## config.mk

```make
export PLATFORM = sky130hd
export DESIGN_NAME = lb_arbiter_flat
export DESIGN_NICKNAME = d
export VERILOG_FILES = /design/src/rtl/lb_arb_pkg.sv /design/src/rtl/lb_arbiter_if.sv /design/src/rtl/lb_rr_arbiter.sv /design/src/rtl/lb_arbiter.sv /design/src/flat_wrapper.sv
export SDC_FILE = /design/constraint.sdc
export NUM_CORES = 1
export LEC_CHECK = 0
export BUFFER_PORTS_ARGS = -buffer_cell sky130_fd_sc_hd__buf_2
export CORE_MARGIN = 1.5
export CORE_UTILIZATION = 57
export DETAILED_ROUTE_END_ITERATION = 16
export GPL_TIMING_DRIVEN = 0
export HOLD_SLACK_MARGIN = 0.12
export PLACE_DENSITY_LB_ADDON = 0.05
export SKIP_CTS_REPAIR_TIMING = 1
export SLEW_MARGIN = 20
export SYNTH_ARGS = -nofsm -noshare
export SYNTH_HDL_FRONTEND = slang
export SYNTH_SLANG_ARGS = --single-unit
```

## constraint.sdc

```tcl
create_clock -name axil_clk -period 4.8 [get_ports axil_clk]
set_input_delay 1.44 -clock axil_clk [delete_from_list [all_inputs] [get_ports axil_clk]]
set_output_delay 1.44 -clock axil_clk [all_outputs]
set_load 0.05 [all_outputs]
```

## src/rtl/lb_arb_pkg.sv

```systemverilog
// lb_arb_pkg: shared types and constants for the local-bus arbiter.
// Holds FSM state encoding, slot op codes and timeout defaults.
package lb_arb_pkg;

  typedef enum logic {
    IDLE    = 1'b0,
    WAIT_RD = 1'b1
  } state_t;

  localparam logic OP_WR = 1'b0;
  localparam logic OP_RD = 1'b1;

  localparam logic [31:0] TIMEOUT_DATA_DEF = 32'hDEAD_BEEF;
  localparam int TO_CNT_W = 16;

endpackage

```

## src/rtl/lb_arbiter_if.sv

```systemverilog
// lb_arbiter_if: requester-side strobes and master local-bus signals.
// slave = arbiter view, master = requesters plus register-file view.
interface lb_arbiter_if #(
  parameter int NUM_REQ    = 2,
  parameter int ADDR_WIDTH = 16,
  parameter int DATA_WIDTH = 32
);

  logic [NUM_REQ-1:0]            req_wr_en;
  logic [NUM_REQ-1:0]            req_rd_en;
  logic [NUM_REQ*ADDR_WIDTH-1:0] req_addr;
  logic [NUM_REQ*DATA_WIDTH-1:0] req_wr_data;
  logic [NUM_REQ-1:0]            req_ready;
  logic [NUM_REQ-1:0]            req_rd_vld;
  logic [DATA_WIDTH-1:0]         req_rd_data;
  logic                          req_rd_err;
  logic [NUM_REQ-1:0]            req_ovf;

  logic                          master_wr_en;
  logic                          master_rd_en;
  logic [ADDR_WIDTH-1:0]         master_addr;
  logic [DATA_WIDTH-1:0]         master_wr_data;
  logic                          master_rd_vld;
  logic [DATA_WIDTH-1:0]         master_rd_data;

  modport slave (
    input  req_wr_en, req_rd_en, req_addr, req_wr_data,
    input  master_rd_vld, master_rd_data,
    output req_ready, req_rd_vld, req_rd_data, req_rd_err,
    output req_ovf,
    output master_wr_en, master_rd_en, master_addr,
    output master_wr_data
  );

  modport master (
    output req_wr_en, req_rd_en, req_addr, req_wr_data,
    output master_rd_vld, master_rd_data,
    input  req_ready, req_rd_vld, req_rd_data, req_rd_err,
    input  req_ovf,
    input  master_wr_en, master_rd_en, master_addr,
    input  master_wr_data
  );

endinterface

```

## src/rtl/lb_rr_arbiter.sv

```systemverilog
// lb_rr_arbiter: combinational round-robin pick of the first pending
// index after last_grant. Ports: pending, last_grant -> gnt, gnt_idx.
module lb_rr_arbiter #(
  parameter int NUM_REQ = 2,
  parameter int IW      = 1
) (
  input  logic [NUM_REQ-1:0] pending,
  input  logic [IW-1:0]      last_grant,
  output logic [NUM_REQ-1:0] gnt,
  output logic [IW-1:0]      gnt_idx
);

  logic          found;
  logic [IW-1:0] idx;

  always_comb begin
    gnt     = '0;
    gnt_idx = '0;
    found   = 1'b0;
    idx     = '0;
    for (int k = 1; k <= NUM_REQ; k++) begin
      idx = IW'((int'(last_grant) + k) % NUM_REQ);
      if (!found && pending[idx]) begin
        found      = 1'b1;
        gnt[idx]   = 1'b1;
        gnt_idx    = idx;
      end
    end
  end

endmodule

```

## src/rtl/lb_arbiter.sv

```systemverilog
// lb_arbiter: one-deep command slots per requester, round-robin issue
// onto the master bus, read tracking with timeout. Ports: axil_clk,
// axil_rst_n, bus (lb_arbiter_if.slave), timeout_cnt.
module lb_arbiter
  import lb_arb_pkg::*;
#(
  parameter int NUM_REQ    = 2,
  parameter int ADDR_WIDTH = 16,
  parameter int DATA_WIDTH = 32,
  parameter int RD_TIMEOUT = 255,
  parameter logic [DATA_WIDTH-1:0] TIMEOUT_DATA =
    DATA_WIDTH'(TIMEOUT_DATA_DEF)
) (
  input  logic                axil_clk,
  input  logic                axil_rst_n,
  lb_arbiter_if.slave         bus,
  output logic [TO_CNT_W-1:0] timeout_cnt
);

  localparam int IW = (NUM_REQ > 1) ? $clog2(NUM_REQ) : 1;
  localparam logic [NUM_REQ-1:0] ONE = NUM_REQ'(1);

  logic [NUM_REQ-1:0]    slot_vld;
  logic [NUM_REQ-1:0]    slot_op;
  logic [ADDR_WIDTH-1:0] slot_addr [NUM_REQ];
  logic [DATA_WIDTH-1:0] slot_data [NUM_REQ];

  state_t                state;
  logic [IW-1:0]         last_grant;
  logic [IW-1:0]         rd_owner;
  logic [15:0]           timer;
  logic [NUM_REQ-1:0]    gnt;
  logic [IW-1:0]         gnt_idx;
  logic                  grant;

  assign grant         = (state == IDLE) && (|slot_vld);
  assign bus.req_ready = ~slot_vld;

  lb_rr_arbiter #(
    .NUM_REQ (NUM_REQ),
    .IW      (IW)
  ) u_rr (
    .pending    (slot_vld),
    .last_grant (last_grant),
    .gnt        (gnt),
    .gnt_idx    (gnt_idx)
  );

  for (genvar i = 0; i < NUM_REQ; i++) begin : g_slot
    logic                  strobe;
    logic                  vld_q;
    logic                  op_q;
    logic                  ovf_q;
    logic [ADDR_WIDTH-1:0] addr_q;
    logic [DATA_WIDTH-1:0] data_q;

    assign strobe = bus.req_wr_en[i] | bus.req_rd_en[i];

    // Capture and release are exclusive: capture needs an empty slot,
    // release needs a full one.
    always_ff @(posedge axil_clk or negedge axil_rst_n) begin
      if (!axil_rst_n) begin
        vld_q  <= 1'b0;
        op_q   <= OP_WR;
        ovf_q  <= 1'b0;
        addr_q <= '0;
        data_q <= '0;
      end else if (vld_q) begin
        if (strobe) ovf_q <= 1'b1;
        if (grant && gnt[i]) vld_q <= 1'b0;
      end else if (strobe) begin
        vld_q  <= 1'b1;
        op_q   <= bus.req_wr_en[i] ? OP_WR : OP_RD;
        addr_q <= bus.req_addr[i*ADDR_WIDTH +: ADDR_WIDTH];
        data_q <= bus.req_wr_data[i*DATA_WIDTH +: DATA_WIDTH];
      end
    end

    assign slot_vld[i]    = vld_q;
    assign slot_op[i]     = op_q;
    assign slot_addr[i]   = addr_q;
    assign slot_data[i]   = data_q;
    assign bus.req_ovf[i] = ovf_q;
  end

  always_ff @(posedge axil_clk or negedge axil_rst_n) begin
    if (!axil_rst_n) begin
      state              <= IDLE;
      last_grant         <= IW'(NUM_REQ - 1);
      rd_owner           <= '0;
      timer              <= '0;
      bus.master_wr_en   <= 1'b0;
      bus.master_rd_en   <= 1'b0;
      bus.master_addr    <= '0;
      bus.master_wr_data <= '0;
      bus.req_rd_vld     <= '0;
      bus.req_rd_data    <= '0;
      bus.req_rd_err     <= 1'b0;
      timeout_cnt        <= '0;
    end else begin
      bus.master_wr_en <= 1'b0;
      bus.master_rd_en <= 1'b0;
      bus.req_rd_vld   <= '0;
      unique case (state)
        IDLE: begin
          if (grant) begin
            bus.master_addr <= slot_addr[gnt_idx];
            last_grant      <= gnt_idx;
            timer           <= '0;
            if (slot_op[gnt_idx] == OP_RD) begin
              bus.master_rd_en <= 1'b1;
              rd_owner         <= gnt_idx;
              state            <= WAIT_RD;
            end else begin
              bus.master_wr_en   <= 1'b1;
              bus.master_wr_data <= slot_data[gnt_idx];
            end
          end
        end
        WAIT_RD: begin
          // Response beats the timeout when both land together.
          if (bus.master_rd_vld) begin
            bus.req_rd_vld  <= ONE << rd_owner;
            bus.req_rd_data <= bus.master_rd_data;
            bus.req_rd_err  <= 1'b0;
            state           <= IDLE;
          end else if (timer == 16'(RD_TIMEOUT)) begin
            bus.req_rd_vld  <= ONE << rd_owner;
            bus.req_rd_data <= TIMEOUT_DATA;
            bus.req_rd_err  <= 1'b1;
            if (timeout_cnt != '1) timeout_cnt <= timeout_cnt + 1'b1;
            state           <= IDLE;
          end else begin
            timer <= timer + 16'd1;
          end
        end
        default: state <= IDLE;
      endcase
    end
  end

endmodule

```

## src/flat_wrapper.sv

```systemverilog
// flat-port wrapper written by rule: the top's interface ports become plain ports
module lb_arbiter_flat import lb_arb_pkg::*;
#(
  parameter int NUM_REQ    = 2,
  parameter int ADDR_WIDTH = 16,
  parameter int DATA_WIDTH = 32,
  parameter int RD_TIMEOUT = 255,
  parameter logic [DATA_WIDTH-1:0] TIMEOUT_DATA =
    DATA_WIDTH'(TIMEOUT_DATA_DEF)
)
  (axil_clk, axil_rst_n, timeout_cnt, bus_req_wr_en, bus_req_rd_en, bus_req_addr, bus_req_wr_data, bus_master_rd_vld, bus_master_rd_data, bus_req_ready, bus_req_rd_vld, bus_req_rd_data, bus_req_rd_err, bus_req_ovf, bus_master_wr_en, bus_master_rd_en, bus_master_addr, bus_master_wr_data);
  lb_arbiter_if #(.NUM_REQ(NUM_REQ), .ADDR_WIDTH(ADDR_WIDTH), .DATA_WIDTH(DATA_WIDTH)) bus_i ();
  input  logic axil_clk;
  input  logic axil_rst_n;
  output logic [TO_CNT_W-1:0] timeout_cnt;
  input wire logic [$bits(bus_i.req_wr_en)-1:0] bus_req_wr_en;
  input wire logic [$bits(bus_i.req_rd_en)-1:0] bus_req_rd_en;
  input wire logic [$bits(bus_i.req_addr)-1:0] bus_req_addr;
  input wire logic [$bits(bus_i.req_wr_data)-1:0] bus_req_wr_data;
  input wire logic [$bits(bus_i.master_rd_vld)-1:0] bus_master_rd_vld;
  input wire logic [$bits(bus_i.master_rd_data)-1:0] bus_master_rd_data;
  output wire logic [$bits(bus_i.req_ready)-1:0] bus_req_ready;
  output wire logic [$bits(bus_i.req_rd_vld)-1:0] bus_req_rd_vld;
  output wire logic [$bits(bus_i.req_rd_data)-1:0] bus_req_rd_data;
  output wire logic [$bits(bus_i.req_rd_err)-1:0] bus_req_rd_err;
  output wire logic [$bits(bus_i.req_ovf)-1:0] bus_req_ovf;
  output wire logic [$bits(bus_i.master_wr_en)-1:0] bus_master_wr_en;
  output wire logic [$bits(bus_i.master_rd_en)-1:0] bus_master_rd_en;
  output wire logic [$bits(bus_i.master_addr)-1:0] bus_master_addr;
  output wire logic [$bits(bus_i.master_wr_data)-1:0] bus_master_wr_data;
  assign bus_i.req_wr_en = bus_req_wr_en;
  assign bus_i.req_rd_en = bus_req_rd_en;
  assign bus_i.req_addr = bus_req_addr;
  assign bus_i.req_wr_data = bus_req_wr_data;
  assign bus_i.master_rd_vld = bus_master_rd_vld;
  assign bus_i.master_rd_data = bus_master_rd_data;
  assign bus_req_ready = bus_i.req_ready;
  assign bus_req_rd_vld = bus_i.req_rd_vld;
  assign bus_req_rd_data = bus_i.req_rd_data;
  assign bus_req_rd_err = bus_i.req_rd_err;
  assign bus_req_ovf = bus_i.req_ovf;
  assign bus_master_wr_en = bus_i.master_wr_en;
  assign bus_master_rd_en = bus_i.master_rd_en;
  assign bus_master_addr = bus_i.master_addr;
  assign bus_master_wr_data = bus_i.master_wr_data;
  lb_arbiter #(.NUM_REQ(NUM_REQ), .ADDR_WIDTH(ADDR_WIDTH), .DATA_WIDTH(DATA_WIDTH), .RD_TIMEOUT(RD_TIMEOUT), .TIMEOUT_DATA(TIMEOUT_DATA)) u_core (.axil_clk(axil_clk), .axil_rst_n(axil_rst_n), .bus(bus_i), .timeout_cnt(timeout_cnt));
endmodule
```

==> results of run 1 <==
[worst register-to-register path: cells and delay by family, from the launching register on]
family | cells | cell delay [ns]
flip-flops | 1 | 0.45
multiplexers | 1 | 0.44
buffers and inverters | 3 | 0.86
AO/OA/AOI/OAI | 2 | 0.29
[final cells by class]
cell class,count,share of cell area [%]
sequential,222,48.16
buffer,52,2.180
multi-input combinational,428,29.76
clock inverter,5,0.2169
clock buffer,36,6.214
timing repair buffer,241,10.93
inverter,6,0.1952
tap,216,2.342
[worst max path at each step]
stage | start | to | slack (ns) | cells past startpoint
floorplan | bus_req_rd_en[0] | u_core.g_slot[0].addr_q[0]$_DFFE_PN0P_ | 2.24 | 3
global placement | axil_rst_n | u_core.g_slot[1].data_q[0]$_DFFE_PN0P_ | -1.21 | 1
detailed placement | bus_req_wr_en[0] | u_core.g_slot[0].addr_q[7]$_DFFE_PN0P_ | 1.63 | 4
CTS | u_core.g_slot[0].vld_q$_DFF_PN0_ | bus_req_ready[0] | 2.02 | 2
global route | u_core.g_slot[1].vld_q$_DFF_PN0_ | bus_req_ready[1] | 1.98 | 2
finish | u_core.g_slot[0].vld_q$_DFF_PN0_ | bus_req_ready[0] | 2.02 | 2
[metal layers]
metal	vias to the layer above	part of all wire [%]
li1	3143	-
met1	3360	40
met2	207	50
met3	39	7.1
met4	0	2.9
met5	-	0
[through the flow]
step | setup WS, ns | std cells | cell area, um2
after CTS | 2.016 | 1206 | 11540
after floorplan | 2.236 | 708 | 9264
after global routing | 1.977 | 1206 | 11540
after global placement | -1.212 | 1163 | 10730
final | 2.017 | 1206 | 11540
after detailed placement | 1.627 | 1165 | 10800
[cells in the mapped netlist, drive strengths merged, types with 2 or more instances]
cell type  number  area [um2]
dfrtp         221        5530
mux2           99        1115
a21oi          58       290.3
mux2i          51       510.5
a31oi          33       206.5
buf            27       157.6
clkbuf         25       93.84
nor2           24       90.09
o22a           24       210.2
nand2          15       56.30
nor4           15       152.6
o21ai          14       73.82
xor2           14       122.6
nand4          13       81.33
nand3          12       60.06
a22o            8       70.07
inv             6       22.52
and4            5       48.80
o31ai           5       37.54
and3            4       26.28
nand2b          4       25.02
nor3            3       20.02
o311ai          3       26.28
or3             3       18.77
and2            2       12.51
ha              2       25.02
nor4b           2       30.03
o211ai          2       15.01
xnor2           2       17.52
[power groups by stage]
stage          sequential, uW  clock (uW)  combinational [uW]
2_1_floorplan            4250           0                1930
3_3_place_gp             3090           0                4020
3_5_place_dp             3140           0                4140
4_1_cts                  3110        1760                4150
5_1_grt                  3210        1840                4420
6_report                 3120        1730                4130
[flip-flops by register name, indices dropped and copies added (netlist names), 16 cells and up]
name / count
u_core.g_slot.addr_q: 32
u_core.bus.master_wr_data: 32
u_core.g_slot.data_q: 64
u_core.bus.master_addr: 16
u_core.timer: 16
u_core.bus.req_rd_data: 32
u_core.timeout_cnt: 16
[logic make-up after synthesis]
group,Yosys count
compound gates,152
xor+xnor,16
fa+ha+maj,2
buf+inv,58
flops,222
mux,150
simple gates,108
[cell usage in the layout, fill, tap and decap left out, types with 8 or more instances in the layout]
cell       count
o21ai_0       10
dfrtp_1      221
a22o_1         8
nand4_1       13
clkbuf_16     25
mux2i_1       51
mux2_2        97
nand3_1       12
a21oi_1       58
a31oi_1       33
buf_2        253
clkbuf_1      31
xor2_1        14
nor2_1        24
nand2_1       15
o22a_1        24
==> flow_metrics.tcl, run 1 <==
set metrics [dict create \
    status "finished clean" \
    tightest_slew_ns 0.7172 \
    clkPwrFrac_pct 19.3 \
    die_width_um 130.5 \
    synth_flop_cell "dfrtp_1" \
    p_sw_uw 3864 \
    final.setup.tns_ns 0 \
    rr_endpoint "u_core.bus.master_wr_data[19]$_DFFE_PN0P_" \
    final.fill_count 1155 \
    seqPwrFrac_pct 34.8 \
    syn_inst 708 \
    syn2layout_area_growth_pct 24.54 \
    min_to "u_core.g_slot[0].ovf_q$_DFFE_PN0P_" \
    hold_violations 0 \
    clk_pin_slew_ns 0.06 \
    pwr-share-comb_pct 46.0 \
    num_vias 6749 \
    initial_core_util_pct 58.32 \
    slew_headroom_pct 52.19 \
    worst_setup_path_end_kind "output port" \
    htreeDepth 1 \
    min_from "u_core.g_slot[0].ovf_q$_DFFE_PN0P_" \
    dp_hpwl_mm 15.51 \
    hold_path.class "flip-flop to flip-flop" \
    design.core.area_um2 15890 \
    ys_types 52 \
    grt_max_degree 99 \
    power.total_uw 8978 \
    synth_top_family_by_area "multiplexers" \
    swShare_pct 43.04 \
    grt_pass1_wl_mm 34.21 \
    diodes 0 \
    whs_ns 0.4758 \
    drc 0 \
    crit_buf_inv 2 \
    max_stage_delay_ns 0.45 \
    synth_compound_area_share_pct 10.51 \
    clkSinkCount 222 \
    syn_nets 845 \
    cpMaxStageDelayCell "dfrtp_1" \
    crit_family "flip-flops" \
    layout-drive-gt1-share_pct 42.02 \
    die_area_um2 17030 \
    cts_buffer_depth 3 \
    regToRegSetupSlack_ns 2.60 \
    port_buffers 239 \
    num_io_pins 240 \
    synth_seq_cells 222 \
    grt_pass1_vias 6831 \
    cellPowerDensity_nw_per_um2 778.1 \
    nets 1112 \
    final_util_pct 72.63 \
    ys_async_sr_fraction_pct 100.0 \
    worstPathMaxFanout 7 \
    wl_per_cell_um 18.19 \
    clock_skew_ns 0.01432 \
    critPathLaunchType "flip-flop" \
    p_leak_uw 0.005400 \
    root_buffer "clkbuf_16" \
    die-height_um 130.5 \
    synth_area_um2 9264 \
    rows 46 \
    whs_path_depth 1 \
    final_max_slew_viol_count 0 \
    synth-xor-area-share_pct 1.513 \
    seq_area_um2 5557 \
    ant_nets 0 \
    ir_drop_v 0.0004277 \
    track_usage_pct 25.65 \
    grt_use_met1_pct 31.43 \
    grt.busiest_layer "met2" \
    synthSimpleGateAreaFrac_pct 7.226 \
    ff2ff_path_depth 6 \
    timing.final.crit_share_pct 57.97 \
    clk_latency_ns 0.51 \
    use_met2_pct 43.93 \
    period_needed_ns 2.783 \
    arrival_ns 1.34 \
    r2r-start "u_core.g_slot[0].vld_q$_DFF_PN0_" \
    cts_made_buffers 24 \
    drt_iter0_drc 306 \
    cap_violations 0 \
    finalWirelength_mm 21.93 \
    syn_area_per_cell_um2 13.08 \
    rsz0062_at_grt "no" \
    multi_input_area_um2 3433 \
    antenna_found_initial 0 \
    synth_edf_count 0 \
    cts_tree "yes" \
    synthMuxAreaShare_pct 17.54 \
    met3_usage_pct 6.718 \
    routabilityCongestion 0.8048 \
    crit_chain "inv_1 > buf_2" \
    drt_first_pass_iters 4 \
    power.internal_uw 5114 \
    critPathKind "flip-flop to output port" \
    setup_viol 0 \
    vias_per_cell 5.596 \
    seq_area_frac_synth_pct 59.98 \
    ys.warnings.count 0 \
    max_freq_ghz 0.3594 \
    grt_overflow_total 0 \
    synthAdderAreaFrac_pct 0.2701 \
    worstPathRequired_ns 3.36 \
]
Note: power is estimated with default switching activity, not from simulation.
==> run 2, diff against run 1 <==
--- a/config.mk
+++ b/config.mk
@@ -5,9 +5,10 @@
 export SDC_FILE = /design/constraint.sdc
 export NUM_CORES = 1
 export LEC_CHECK = 0
+export ABC_AREA = 1
 export BUFFER_PORTS_ARGS = -buffer_cell sky130_fd_sc_hd__buf_2
 export CORE_MARGIN = 1.5
-export CORE_UTILIZATION = 57
+export CORE_UTILIZATION = 53
 export DETAILED_ROUTE_END_ITERATION = 16
 export GPL_TIMING_DRIVEN = 0
 export HOLD_SLACK_MARGIN = 0.12
==> constraint.sdc (replaced) <==
create_clock -name axil_clk -period 2.9 [get_ports axil_clk]
set_input_delay 0.87 -clock axil_clk [delete_from_list [all_inputs] [get_ports axil_clk]]
set_output_delay 0.87 -clock axil_clk [all_outputs]
set_load 0.05 [all_outputs]
==> run 2 against run 1 <==
Effect of this change: die area up 11%; final cell count grew 27%; synthesized cell count is 44% higher; register-to-register slack got worse by 1.7 ns; via count is 17% higher; critical path depth is the same; final area is 4.2% higher; sequential share of layout area fell by 1.9 points; clock-buffer cell count fell by 4; utilization is 5.3 points lower; first-iteration DRC count rose by 20%.
==> flow_metrics.tcl, run 2 <==
set metrics [dict create \
    synth_area_leaders "dfrtp_1 58%, nand2_1 9.4%, mux2_2 7.5%, nor2_1 6.5%, o21ai_0 4.0%" \
    port_buffers 239 \
    clkSinkCount 222 \
    placed_area_um2 11140 \
    ys.warnings.count 0 \
    cellPowerDensity_nw_per_um2 1258 \
    ant_nets 0 \
    synth_area_um2 9592 \
    die-height_um 137.5 \
    period_needed_ns 2.251 \
    worst_setup_path_end_kind "output port" \
    nets 1425 \
    drt_iter0_drc 366 \
    design.core.area_um2 17840 \
    hold_violations 0 \
    p_leak_uw 0.005972 \
    cts_buffer_depth 3 \
    layout-drive-gt1-share_pct 29.70 \
    synth_flop_cell "dfrtp_1" \
    num_io_pins 240 \
    seq_area_um2 5557 \
    cts_made_buffers 25 \
    dp_hpwl_mm 16.87 \
    routabilityCongestion 0.8658 \
    syn_area_per_cell_um2 9.404 \
    worstPathRequired_ns 2.03 \
    dp_cells 1490 \
    cap_violations 0 \
    ir_drop_v 0.0009495 \
    rsz0062_at_grt "no" \
    timing.final.crit_share_pct 77.63 \
    pwr-share-comb_pct 44.6 \
    syn_nets 1157 \
    largest_reg_flops 64 \
    final_util_pct 67.36 \
    setup_viol 0 \
    grt_pass1_wl_mm 37.94 \
    clock_skew_ns 0.01830 \
    hold_path.class "input pin to async pin" \
    drt_first_pass_iters 4 \
    critPathKind "flip-flop to output port" \
    power.internal_uw 8444 \
    seqPwrFrac_pct 33.5 \
    finalNonFillerCells 1537 \
    clk_pin_slew_ns 0.06 \
    grt_max_degree 99 \
    die_width_um 137.5 \
    final.fill_count 1524 \
    max_freq_ghz 0.4442 \
    finalWirelength_mm 24.25 \
    status "finished clean" \
    cts_tree "yes" \
    vias_per_cell 5.122 \
    rows 49 \
    ff2ff_path_depth 8 \
    seq_area_frac_synth_pct 57.93 \
    ys_async_sr_fraction_pct 100.0 \
    grt_pass1_vias 7615 \
    critPathLaunchType "flip-flop" \
    netlist.area_leader.share_pct 57.66 \
    synth.largest_area_cell "dfrtp_1" \
    final_max_slew_viol_count 0 \
    die_area_um2 18910 \
    final_common_cell "buf_2" \
    whs_ns 0.2565 \
    antenna_found_initial 5 \
    initial_core_util_pct 53.76 \
    htreeDepth 1 \
    final_cell_mix "255 x buf_2, 239 x nand2_1, 221 x dfrtp_1" \
    syn_inst 1020 \
    power.total_uw 15120 \
    synth_seq_cells 222 \
    grt_overflow_total 0 \
    tightest_slew_ns 0.6050 \
    yosysMostFrequentCell "nand2_1" \
    p_sw_uw 6671 \
    ys_types 32 \
    slew_headroom_pct 59.67 \
    worstPathMaxFanout 5 \
    rr_endpoint "u_core.bus.req_rd_data[14]$_DFFE_PN0P_" \
    multi_input_area_um2 3575 \
    wl_per_cell_um 15.78 \
    drc 0 \
    crit_path_start "u_core.g_slot[1].vld_q$_DFF_PN0_" \
    r2r-start "u_core.timer[0]$_DFFE_PN0P_" \
    swShare_pct 44.14 \
    clkPwrFrac_pct 21.9 \
    synthTopCellsByCount "239 x nand2_1, 221 x dfrtp_1, 166 x nor2_1" \
    regToRegSetupSlack_ns 0.87 \
    final_cell_area_um2 12020 \
    track_usage_pct 25.62 \
    syn2layout_area_growth_pct 25.29 \
    arrival_ns 1.38 \
    regMostFlops "u_core.g_slot.data_q" \
    clk_latency_ns 0.52 \
    num_vias 7872 \
    synth_edf_count 0 \
    root_buffer "clkbuf_16" \
]
## run 2: cell count changes after synthesis, moves of 11 or more
| cell | before | now |
|---|---|---|
| o211ai_1 | 2 | 32 |
| mux2i_1 | 51 | 0 |
| a21oi_1 | 58 | 33 |
| nor2_1 | 24 | 166 |
| o22a_1 | 24 | 0 |
| nand2_1 | 15 | 239 |
| o21ai_0 | 10 | 77 |
| a31oi_1 | 33 | 0 |
| inv_1 | 6 | 59 |
| mux2_2 | 97 | 64 |
| nand3_1 | 12 | 23 |
## run 2: layer usage
metal,part of all wire (%),GRT usage [%]
met3,8.0,6.917
met2,48,42.17
met1,42,33.15
met4,2.1,7.895
met5,0.11,0
## run 2: worst max-delay path, stage by stage, from the launching register on
cell     delay [ns]
dfrtp_1        0.41
inv_2          0.15
buf_2          0.30
## run 2: layout make-up
cell class,count,area share [%]
antenna,5,0.1041
inverter,64,1.999
timing repair buffer,241,10.49
tap,229,2.384
multi-input combinational,688,29.74
sequential,222,46.24
clock buffer,32,5.924
buffer,46,1.832
clock inverter,10,1.281
## run 2: power by group through the flow
stage / clock (uW) / sequential (uW) / combinational (uW)
2_1_floorplan: 0 / 6980 / 2990
4_1_cts: 3360 / 5060 / 6810
3_5_place_dp: 0 / 5100 / 6790
6_report: 3310 / 5060 / 6750
3_3_place_gp: 0 / 5050 / 6640
5_1_grt: 3480 / 5220 / 7390
## run 2: stage by stage
| stage | TNS [ns] | setup WS, ns |
|---|---|---|
| 2_1_floorplan | 0 | 0.8863 |
| 3_3_place_gp | -650.29 | -2.960 |
| 3_5_place_dp | 0 | 0.4290 |
| 4_1_cts | 0 | 0.6236 |
| 5_1_grt | 0 | 0.5838 |
| 6_report | 0 | 0.6487 |
## run 2: worst max path at each step
stage / to / depth (start not counted)
global placement: u_core.g_slot[1].data_q[10]$_DFFE_PN0P_ / 1
CTS: bus_req_ready[1] / 2
detailed placement: u_core.g_slot[0].vld_q$_DFF_PN0_ / 7
global route: bus_req_ready[1] / 2
finish: bus_req_ready[1] / 2
floorplan: u_core.g_slot[0].vld_q$_DFF_PN0_ / 6
## run 2: logic make-up after synthesis
logic type                 Yosys count  synth area share (%)
AOI/OAI and AO/OA                  159                 9.640
xor gates and xnor gates            18                 1.644
and+or+nand+nor                    445                 18.21
buffers and inverters              110                 4.800
muxes                               64                 7.514
DFF                                222                 57.93
adders and majority gates            2                0.2609
==> run 3, diff against run 2 <==
--- a/config.mk
+++ b/config.mk
@@ -8,7 +8,7 @@
 export ABC_AREA = 1
 export BUFFER_PORTS_ARGS = -buffer_cell sky130_fd_sc_hd__buf_2
 export CORE_MARGIN = 1.5
-export CORE_UTILIZATION = 53
+export CORE_UTILIZATION = 48
 export DETAILED_ROUTE_END_ITERATION = 16
 export GPL_TIMING_DRIVEN = 0
 export HOLD_SLACK_MARGIN = 0.12
==> constraint.sdc (replaced) <==
create_clock -name axil_clk -period 2 [get_ports axil_clk]
set_input_delay 0.6 -clock axil_clk [delete_from_list [all_inputs] [get_ports axil_clk]]
set_output_delay 0.6 -clock axil_clk [all_outputs]
set_load 0.05 [all_outputs]
==> run 3 against run 2 <==
Effect of this change: the flow now finishes with violations (negative hold slack); critical path depth did not move; non-clock buffer count grew 2; utilization decreased by 5.5 points; sequential power increased by 45%; first-iteration DRC count rose by 27%; register-to-register slack lost 0.73 ns; via count shrank 0.99%; worst setup slack got worse by 0.59 ns; global-route usage is 2.3 points lower; critical path type unchanged.
==> flow_metrics.tcl, run 3 (same netlist as run 2, synthesis figures left out) <==
set metrics [dict create \
    finalNonFillerCells 1575 \
    clkSinkCount 222 \
    arrival_ns 1.34 \
    port_buffers 239 \
    crit_chain "inv_2 > buf_2" \
    rsz0062_at_grt "no" \
    rr_endpoint "u_core.timer[5]$_DFFE_PN0P_" \
    tightest_slew_ns 0.5991 \
    max_stage_delay_ns 0.40 \
    ir_drop_v 0.001015 \
    routabilityCongestion 0.9023 \
    antenna_found_initial 6 \
    final_common_cell "buf_2" \
    htreeDepth 1 \
    drc 0 \
    cpMaxStageDelayCell "dfrtp_1" \
    cts_tree "yes" \
    dp_cells 1526 \
    nets 1427 \
    initial_core_util_pct 49.12 \
    setup_viol 0 \
    timing.final.crit_share_pct 97.21 \
    worstPathMaxFanout 5 \
    num_io_pins 240 \
    clock_skew_ns 0.007320 \
    p_leak_uw 0.005955 \
    worstPathRequired_ns 1.40 \
    power.total_uw 21750 \
    clk_latency_ns 0.51 \
    finalWirelength_mm 24.31 \
    period_needed_ns 1.944 \
    critPathKind "flip-flop to output port" \
    cts_made_buffers 24 \
    post-place-ws_ns -0.1857 \
    ant_nets 0 \
    grt_overflow_total 0 \
    largest_reg_flops 64 \
    final_cell_mix "254 x buf_2, 239 x nand2_1, 220 x dfrtp_1" \
    critPathLaunchType "flip-flop" \
    grt_pass1_wl_mm 37.94 \
    cts_buffer_depth 3 \
    clk_pin_slew_ns 0.06 \
    regMostFlops "u_core.g_slot.data_q" \
    layout-drive-gt1-share_pct 29.97 \
    max_freq_ghz 0.5143 \
    final.setup.tns_ns 0 \
    final_max_slew_viol_count 0 \
    dp_hpwl_mm 17.16 \
    hold_path.class "input pin to async pin" \
    worst_setup_path_end_kind "output port" \
    ff2ff_path_depth 7 \
    crit_family "buffers and inverters" \
    die_width_um 144.4 \
    crit_buf_inv 2 \
    grt_max_degree 90 \
    r2r-start "u_core.g_slot[0].vld_q$_DFF_PN0_" \
    die-height_um 144.4 \
    grt_pass1_vias 7284 \
    root_buffer "clkbuf_16" \
    regToRegSetupSlack_ns 0.14 \
    track_usage_pct 23.33 \
    num_vias 7794 \
    whs_ns -0.007205 \
    die_area_um2 20840 \
    wl_per_cell_um 15.44 \
    drt_first_pass_iters 4 \
    status "complete, but fails checks" \
    setup_ws_ns 0.05573 \
    slew_headroom_pct 60.06 \
    violations "negative hold slack" \
    drt_iter0_drc 464 \
    vias_per_cell 4.949 \
    cap_violations 0 \
    design.core.area_um2 19530 \
    syn2layout_area_growth_pct 26.00 \
    cellPowerDensity_nw_per_um2 1800 \
    hold_violations 2 \
    rows 51 \
]
==> run 3: worst max-delay path by stage <==
stage / startpoint / end / slack (ns) / cells past startpoint
floorplan: u_core.timeout_cnt[0]$_DFFE_PN0P_ / u_core.timeout_cnt[6]$_DFFE_PN0P_ / 0.08 / 9
global placement: axil_rst_n / u_core.g_slot[0].data_q[9]$_DFFE_PN0P_ / -3.66 / 1
detailed placement: bus_req_rd_en[0] / u_core.g_slot[0].data_q[9]$_DFFE_PN0P_ / -0.19 / 7
CTS: u_core.timer[0]$_DFFE_PN0P_ / u_core.bus.req_rd_data[17]$_DFFE_PN0P_ / -0.12 / 8
global route: u_core.timeout_cnt[0]$_DFFE_PN0P_ / u_core.timeout_cnt[9]$_DFFE_PN0P_ / 0.01 / 10
finish: u_core.g_slot[1].vld_q$_DFF_PN0_ / bus_req_ready[1] / 0.06 / 2
==> run 3: where the power goes <==
group          total, uW  internal, uW  switching [uW]
clock               4550          2810            1740
combinational       9860          2840            7020
sequential          7340          6450             891
total              21800         12100            9650
==> run 3: layer usage <==
metal  share of wire (%)  vias up  global-route usage (%)
li1                    -     3846                       -
met1                  44     3708                   32.02
met2                  47      201                   37.80
met3                 7.6       31                   5.894
met4                 1.3        8                   4.625
met5                0.23        -                       0
==> run 3: metrics by stage <==
step	utilization [%]	area, um2
final	61.89	12090
after global routing	61.87	12080
after CTS	61.48	12010
after detailed placement	57.28	11180
after global placement	56.95	11120
after floorplan	-	9592
==> run 3: area by class of cell <==
class / instances / area (um2)
Sequential cell: 222 / 5558
Clock buffer: 41 / 755.7
Inverter: 64 / 244.0
Timing Repair Buffer: 243 / 1279
Buffer: 46 / 221.5
Tap cell: 265 / 331.6
Timing Repair inverter: 1 / 7.507
Multi-Input combinational cell: 688 / 3618
Antenna cell: 2 / 5.005
Fill cell: 1741 / 7441
Clock inverter: 3 / 65.06
